===== src/rtl/ccff_loader_pkg.sv =====
`default_nettype none
// ============================================================================
// ccff_loader_pkg -- shared FSM state type and default sizing for the loader
// Revision 1.0
// ============================================================================
package ccff_loader_pkg;

   typedef enum logic [2:0] {
      ST_IDLE   = 3'd0,
      ST_LOAD   = 3'd1,
      ST_SETTLE = 3'd2,
      ST_DONE   = 3'd3,
      ST_ERROR  = 3'd4
   } ccff_state_e;

   localparam int NUM_CHAINS_DEF  = 10;
   localparam int CHAIN_LEN_DEF   = 4096;
   localparam int TIMEOUT_DEF     = 1024;
   localparam int RELEASE_DLY_DEF = 8;

   // Width of a counter that must be able to hold max_val itself
   function automatic int cnt_width(input int max_val);
      return (max_val < 1) ? 1 : $clog2(max_val + 1);
   endfunction

endpackage
`default_nettype wire


===== src/rtl/ccff_loader_timeout.sv =====
`default_nettype none
// ============================================================================
// ccff_loader_timeout -- saturating idle counter; o_expired marks the LIMIT-th enabled cycle
// Revision 1.0
// ============================================================================
module ccff_loader_timeout
   import ccff_loader_pkg::*;
#(
   parameter int LIMIT = 8
) (
   input  logic clk,
   input  logic reset,
   input  logic i_clr,
   input  logic i_en,
   output logic o_expired
);

   localparam int            CW     = cnt_width(LIMIT);
   localparam logic [CW-1:0] c_sat  = CW'(LIMIT);
   localparam logic [CW-1:0] c_last = (LIMIT < 1) ? '0 : CW'(LIMIT - 1);

   logic [CW-1:0] r_count;

   always_ff @(posedge clk) begin
      if (reset || i_clr) begin
         r_count <= '0;
      end else if (i_en && (r_count != c_sat)) begin
         r_count <= r_count + 1'b1;
      end
   end

   // Combinational so the owner can act on the same edge the limit is hit
   assign o_expired = i_en && (r_count == c_last);

endmodule
`default_nettype wire


===== src/rtl/ccff_chain_loader.sv =====
`default_nettype none
// ============================================================================
// ccff_chain_loader -- streams a bitstream into parallel CCFF chains, then releases the fabric
// Revision 1.0
// ============================================================================
module ccff_chain_loader
   import ccff_loader_pkg::*;
#(
   parameter int NUM_CHAINS  = NUM_CHAINS_DEF,
   parameter int CHAIN_LEN   = CHAIN_LEN_DEF,
   parameter int TIMEOUT     = TIMEOUT_DEF,
   parameter int RELEASE_DLY = RELEASE_DLY_DEF
) (
   input  logic                           clk,
   input  logic                           reset,
   input  logic                           start,
   input  logic [NUM_CHAINS-1:0]          bs_data,
   input  logic                           bs_valid,
   output logic                           bs_ready,
   output logic [0:NUM_CHAINS-1]          ccff_head,
   output logic                           prog_clk_en,
   output logic                           fabric_resetn,
   output logic                           cfg_done,
   output logic                           cfg_error,
   output logic [$clog2(CHAIN_LEN+1)-1:0] bits_loaded
);

   localparam int            BW         = $clog2(CHAIN_LEN + 1);
   localparam logic [BW-1:0] c_last_bit = BW'(CHAIN_LEN - 1);

   ccff_state_e           r_state;
   logic [NUM_CHAINS-1:0] r_head;
   logic                  r_strobe;
   logic                  r_done;
   logic                  r_error;
   logic                  r_resetn;
   logic [BW-1:0]         r_bits;

   logic w_load;
   logic w_settle;
   logic w_accept;
   logic w_last_word;
   logic w_idle_expired;
   logic w_settle_expired;

   assign w_load      = (r_state == ST_LOAD);
   assign w_settle    = (r_state == ST_SETTLE);
   assign w_accept    = w_load && bs_valid;
   assign w_last_word = w_accept && (r_bits == c_last_bit);

   ccff_loader_timeout #(
      .LIMIT (TIMEOUT)
   ) u_idle_timer (
      .clk       (clk),
      .reset     (reset),
      .i_clr     (!w_load || w_accept),
      .i_en      (w_load && !w_accept),
      .o_expired (w_idle_expired)
   );

   // SETTLE spans RELEASE_DLY+1 cycles so cfg_done lands RELEASE_DLY+1 after the last strobe
   ccff_loader_timeout #(
      .LIMIT (RELEASE_DLY + 1)
   ) u_settle_timer (
      .clk       (clk),
      .reset     (reset),
      .i_clr     (!w_settle),
      .i_en      (w_settle),
      .o_expired (w_settle_expired)
   );

   always_ff @(posedge clk) begin
      if (reset) begin
         r_state  <= ST_IDLE;
         r_head   <= '0;
         r_strobe <= 1'b0;
         r_done   <= 1'b0;
         r_error  <= 1'b0;
         r_resetn <= 1'b0;
         r_bits   <= '0;
      end else begin
         r_strobe <= w_accept;
         if (w_accept) begin
            r_head <= bs_data;
            r_bits <= r_bits + 1'b1;
         end
         case (r_state)
            ST_IDLE, ST_DONE, ST_ERROR: begin
               if (start) begin
                  r_state  <= ST_LOAD;
                  r_bits   <= '0;
                  r_done   <= 1'b0;
                  r_error  <= 1'b0;
                  r_resetn <= 1'b0;
               end
            end
            ST_LOAD: begin
               // An accept always beats a coincident timeout
               if (w_last_word) begin
                  r_state <= ST_SETTLE;
               end else if (w_idle_expired) begin
                  r_state <= ST_ERROR;
                  r_error <= 1'b1;
               end
            end
            ST_SETTLE: begin
               if (w_settle_expired) begin
                  r_state  <= ST_DONE;
                  r_done   <= 1'b1;
                  r_resetn <= 1'b1;
               end
            end
            default: begin
               r_state <= ST_IDLE;
            end
         endcase
      end
   end

   for (genvar gi = 0; gi < NUM_CHAINS; gi++) begin : g_head_map
      assign ccff_head[gi] = r_head[gi];
   end

   assign bs_ready      = w_load;
   assign prog_clk_en   = r_strobe;
   assign fabric_resetn = r_resetn;
   assign cfg_done      = r_done;
   assign cfg_error     = r_error;
   assign bits_loaded   = r_bits;

endmodule
`default_nettype wire


===== config.mk =====
export PLATFORM = sky130hd
export DESIGN_NAME = ccff_chain_loader
export DESIGN_NICKNAME = d
export VERILOG_FILES = /design/src/rtl/ccff_loader_pkg.sv /design/src/rtl/ccff_loader_timeout.sv /design/src/rtl/ccff_chain_loader.sv
export SDC_FILE = /design/constraint.sdc
export NUM_CORES = 1
export LEC_CHECK = 0
export ABC_AREA = 1
export CAP_MARGIN = 30
export CELL_PAD_IN_SITES_DETAIL_PLACEMENT = 1
export CELL_PAD_IN_SITES_GLOBAL_PLACEMENT = 2
export CORE_MARGIN = 3
export CORE_UTILIZATION = 31
export CTS_CLUSTER_SIZE = 30
export DETAILED_ROUTE_END_ITERATION = 8
export PLACE_DENSITY = 0.82
export REMOVE_ABC_BUFFERS = 1
export SYNTH_ARGS = -nofsm -noshare
export SYNTH_HDL_FRONTEND = slang
export SYNTH_SLANG_ARGS = --single-unit

===== constraint.sdc =====
create_clock -name clk -period 3.16 [get_ports clk]
set_input_delay 0.632 -clock clk [delete_from_list [all_inputs] [get_ports clk]]
set_output_delay 0.632 -clock clk [all_outputs]
set_load 0.01 [all_outputs]

==> results.cfg, run 1 <==
[power_and_ir_drop]
power.leakage_nw = 0.954
p_clk_share_pct = 24.3
p_int_mw = 1.02
p_seq_share_pct = 41.7
power_switching_mw = 0.559
p_per_area_nw_per_um2 = 579
p_comb_share_pct = 33.9
irDropWorstVdd_mv = 0.292
switching_share_pct = 35.3

[clock_network]
clk_latency_ns = 0.29
h-tree-depth = 2
cts-root-buf = clkbuf_8
holdBufCountCts = 0
numClockSinks = 44
clk_path_buf_depth = 2
cts.clk_slew.worst_paths_ns = 0.09
tritoncts = yes
postCtsSetupRepairBufs = 0
cts_made_buffers = 5
postCtsResizedCells = 0

[route]
via_per_inst = 4.79
drt_iter0_drc = 77
antenna_left = 0
route.met3.wl_um = 160
wl_met2_mm = 2.45
wire_per_inst_um = 13.0
wl_met1_mm = 2.73
detail_route.first_pass.iterations = 4
vias = 1982
drc = 0
wl_mm = 5.40
top_layer = met4

[setup_path]
r2r-end = u_idle_timer.r_count[9]$_SDFFE_PP0P_
worst-endpoint-arrival_ns = 1.60
reg2reg_slack_ns = 1.56
r2r_cells = 6
critPathLaunchType = register
worstPathMaxFanout = 5
critPathKind = register to output port
cp-end-kind = output port
r2r_start = u_idle_timer.r_count[0]$_SDFFE_PP0P_
critPathRequiredTime_ns = 2.53

[logic_synthesis]
avgSynthCellArea_um2 = 7.34
yosysTopAreaCellShare_pct = 41.0
synth.ff_latch_count = 44
synth.most_common_cell = nand2_1
syn_area_um2 = 2150
synth_edf_count = 0
synth.area.top_cells = dfxtp_1, nand2_1, nor2_1, a21oi_1, o21ai_0
synth_common_cells = nand2_1, nor2_1, dfxtp_1, a21oi_1, inv_1
synth_area_leader_cell = dfxtp_1
ys_warn_count = 0
synth_ff_type = dfxtp_1
synthArstFlopShare_pct = 0
ys_seq_area_share_pct = 41.0
synthCells = 293
synthDistinctLibCells = 30

[floorplanning]
dieArea_um2 = 7970
rows = 29
coreArea_um2 = 6530
die_y_um = 89.3
io_pins = 42
start_util_pct = 32.9
die_w_um = 89.3

[final_layout]
finalNetCount = 357
area_delta_synth_final_pct = 27.1
diodes = 0
final_cell_area_um2 = 2730
drive_above_1_share_pct = 9.79

[place]
place_area_um2 = 2640
routabilityCongestion = 0.765
hpwl_mm = 4.15
portBuffers = 41

[global_routing]
grt_max_degree = 20
grt_antenna_before_repair = 0
grt_pass1_vias = 1987
grt_pass1_wl_mm = 9.26
grt_overflow = 0
grt.total_usage_pct = 14.9

[sta]
setup_tns_ns = 0
finalSetupViolations = 0
hold_viol = 0
rsz0062_at_grt = no
final.min_clock_period_ns = 2.23
fmax_ghz = 0.449
slew_headroom_pct = 60.4
skew_ns = 0.00812
final.period_utilization_pct = 70.5
slew_viol_final = 0
worstMarginPinSlew_ns = 0.591

[hold_path]
hp-start = bits_loaded[5]$_SDFF_PP0_
hold_path.class = register to register
whs_path_depth = 2
min_to = bits_loaded[5]$_SDFF_PP0_

[run]
timing.max_cap.violations = 0

[run_status]
status = finished, final reports clean
power by group through the flow:
stage          Combinational [mW]  Clock [mW]  Sequential [mW]
6_report                    0.537       0.385            0.660
3_5_place_dp                0.544           0            0.673
3_3_place_gp                0.540           0            0.673
5_1_grt                     0.615       0.426            0.670
2_1_floorplan               0.328           0            0.684
4_1_cts                     0.547       0.403            0.661
layer usage:
metal	up-vias	global-route usage, %
met5	-	0
met1	914	19.9
met2	26	24.0
met3	5	3.23
met4	0	4.47
li1	1037	-
placed cells by master, fill, tap and decap left out, types with 3 or more instances in the layout:
cell	count
nand4_1	6
nand2_2	3
inv_2	6
nor3_1	7
nor2_2	3
nand2_1	51
o21ai_0	21
nand3_2	3
xnor2_1	5
dfxtp_1	44
clkbuf_8	7
nor2_4	6
ha_1	6
nor2_1	45
clkdlybuf4s50_1	41
inv_1	27
a21oi_1	27
nand3_1	18
logic make-up after synthesis:
family	count (synthesis)	share of synthesized area, %
DFF	44	41.0
buffers and inverters	39	7.10
adders and majority gates	6	3.49
and+or+nand+nor	145	32.2
xor gates and xnor gates	6	2.44
AOI/OAI and AO/OA	53	13.8
final cells by class:
cell class / instances / area, um^2
fillers: 817 / 3800
multi-input cells: 210 / 1120
flip-flops and latches: 44 / 881
repair buffers: 41 / 410
inverters: 35 / 133
clock buffers: 7 / 96.3
well taps: 77 / 96.3
state kept, by name (all words and copies together) (netlist names):
signal,cells
bits_loaded,13
u_idle_timer.r_count,11
r_head,10
u_settle_timer.r_count,4
r_state,3
cfg_error,1
fabric_resetn,1
prog_clk_en,1
stage by stage:
| step | util, % | cells | worst slack [ns] | hold WS (ns) | total power [mW] |
|---|---|---|---|---|---|
| finish | 41.9 | 414 | 0.931 | 0.490 | 1.58 |
| global route | 41.9 | 414 | 0.780 | 0.513 | 1.71 |
| CTS | 41.9 | 414 | 0.894 | 0.497 | 1.61 |
| detailed placement | 40.4 | 407 | 0.831 | 0.479 | 1.22 |
| global placement | 40.4 | 407 | 0.856 | 0.477 | 1.21 |
| floorplan | - | 289 | 1.63 | 0.463 | 1.01 |
worst max-delay path by stage:
stage | endpoint | slack [ns] | startpoint
4_1_cts | bs_ready | 0.89 | r_state[2]$_SDFFE_PP0P_
3_3_place_gp | bits_loaded[6]$_SDFF_PP0_ | 0.86 | bs_valid
2_1_floorplan | bits_loaded[6]$_SDFF_PP0_ | 1.63 | bs_valid
5_1_grt | bs_ready | 0.78 | r_state[2]$_SDFFE_PP0P_
6_report | bs_ready | 0.93 | r_state[0]$_SDFFE_PP0P_
3_5_place_dp | bits_loaded[10]$_SDFF_PP0_ | 0.83 | bs_valid
critical path, stage by stage, from the launching register on:
cell	delay [ns]
dfxtp_1	0.47
nand3_2	0.12
inv_1	0.16
clkdlybuf4s50_1	0.56
(Power assumes the default switching activity.)
==> inputs of run 2 (changes only) <==
Settings changed: CORE_UTILIZATION 31 to 29, PLACE_DENSITY 0.82 to 0.78.
Clock period 3.16 ns to 2.1 ns, I/O delays scaled along.
==> run 2 against run 1 <==
  * First-iteration DRC count shrank 32%
  * Final area grew 2.2%
  * Die area grew 6.4%
  * Clock power is 65% higher
  * Critical path type unchanged
  * Clock skew grew 0.0035 ns
  * Worst setup slack lost 0.57 ns
  * Sequential power rose by 51%
  * Register-to-register slack worse by 1.1 ns
  * Final cell count rose by 5.3%
  * Critical endpoint is now bits_loaded[6]
==> results.cfg, run 2 (synthesis gave the netlist of run 1 again) <==
[run_status]
status = finished, final reports clean

[floorplanning]
die_y_um = 92.1
io_pins = 42
coreArea_um2 = 6980
dieArea_um2 = 8490
start_util_pct = 30.8
rows = 30
die_w_um = 92.1

[final_layout]
final_common_cell = nand2_1
largest_reg_flops = 13
finalNetCount = 361
diodes = 0
layout_common_cells = nand2_1, nor2_1, dfxtp_1
drive_above_1_share_pct = 10.6
area_delta_synth_final_pct = 29.8
final_cells = 436

[setup_path]
critPathKind = register to output port
crit_chain = clkdlybuf4s50_1
worst-endpoint-arrival_ns = 1.32
worstPathMaxFanout = 5
critPathRequiredTime_ns = 1.68
critPathBufInv = 1
critPathSlowestCell = clkdlybuf4s50_1
cp-end-kind = output port
critPathLaunchType = register
critPathMaxStageDelay_ns = 0.58
cp_top_family = buffers and inverters

[global_routing]
grt_pass1_vias = 2025
grt_max_degree = 15
grt_pass1_wl_mm = 9.94
grt_overflow = 0
grt.total_usage_pct = 14.3
grt_antenna_before_repair = 0

[sta]
slew_viol_final = 0
slew_headroom_pct = 62.4
finalSetupViolations = 0
fmax_ghz = 0.575
skew_ns = 0.0117
worstMarginPinSlew_ns = 0.560
final.min_clock_period_ns = 1.74
hold_viol = 0
rsz0062_at_grt = no
setup_tns_ns = 0
final.period_utilization_pct = 82.8

[hold_path]
hold_path.class = register to register

[route]
vias = 2004
drc = 0
wire_per_inst_um = 13.0
detail_route.first_pass.iterations = 4
wl_mm = 5.65
via_per_inst = 4.60
drt_iter0_drc = 52
antenna_left = 0

[place]
dp_cells = 430
portBuffers = 41
routabilityCongestion = 0.772
hpwl_mm = 4.28

[clock_network]
cts-root-buf = clkbuf_8
cts_made_buffers = 5
cts.clk_slew.worst_paths_ns = 0.08
h-tree-depth = 2
clk_path_buf_depth = 2
postCtsSetupRepairBufs = 0
numClockSinks = 44
tritoncts = yes
clk_latency_ns = 0.30
holdBufCountCts = 0
postCtsResizedCells = 0

[power_and_ir_drop]
irDropWorstVdd_mv = 0.384
p_per_area_nw_per_um2 = 882
power.leakage_nw = 0.988

[run]
timing.max_cap.violations = 0
## run 2: cell types whose count changed in the layout (fill, tap and decap cells not counted), sizes merged
cell and change:
clkdlybuf4s50 -1, clkbuf -2, dlymetal6s2s +1, buf +4, bufinv +1
## run 2: final cells by class
type,instances,area (um^2)
fill,908,4190
multi-input combinational,210,1120
sequential,44,881
timing repair buffer,45,443
inverter,35,133
tap,96,120
clock buffer,5,68.8
clock inverter,1,30.0
## run 2: layer usage
metal	GRT usage [%]	up-vias	wire [um]
met5	0	-	0
met3	3.36	7	217
li1	-	1044	-
met1	20.1	924	2800
met2	22.1	29	2570
met4	3.34	0	63
## run 2: final timing paths
check                                                 from                         end  slack (ns)  depth (start not counted)
worst max-delay path             bits_loaded[6]$_SDFF_PP0_              bits_loaded[6]        0.36                          1
worst min register to register  fabric_resetn$_SDFFE_PP0P_  fabric_resetn$_SDFFE_PP0P_        0.49                          2
worst min-delay path            fabric_resetn$_SDFFE_PP0P_  fabric_resetn$_SDFFE_PP0P_        0.49                          2
worst max register to register   bits_loaded[0]$_SDFF_PP0_     r_state[0]$_SDFFE_PP0P_        0.51                         10
## run 2: metrics by stage
step / worst slack (ns) / utilization, % / cell area (um^2) / total power, mW / hold WS (ns)
2_1_floorplan: 0.669 / - / 2130 / 1.52 / 0.463
3_3_place_gp: 0.206 / 38.5 / 2690 / 1.85 / 0.464
3_5_place_dp: 0.139 / 38.5 / 2690 / 1.87 / 0.478
4_1_cts: 0.0354 / 40.0 / 2790 / 2.51 / 0.495
5_1_grt: 0.278 / 40.0 / 2790 / 2.66 / 0.526
6_report: 0.361 / 40.0 / 2790 / 2.46 / 0.492
## run 2: where the power goes
group / internal (mW) / switching [mW]
Clock: 0.342 / 0.293
Combinational: 0.336 / 0.498
Sequential: 0.923 / 0.0712
Total: 1.60 / 0.863
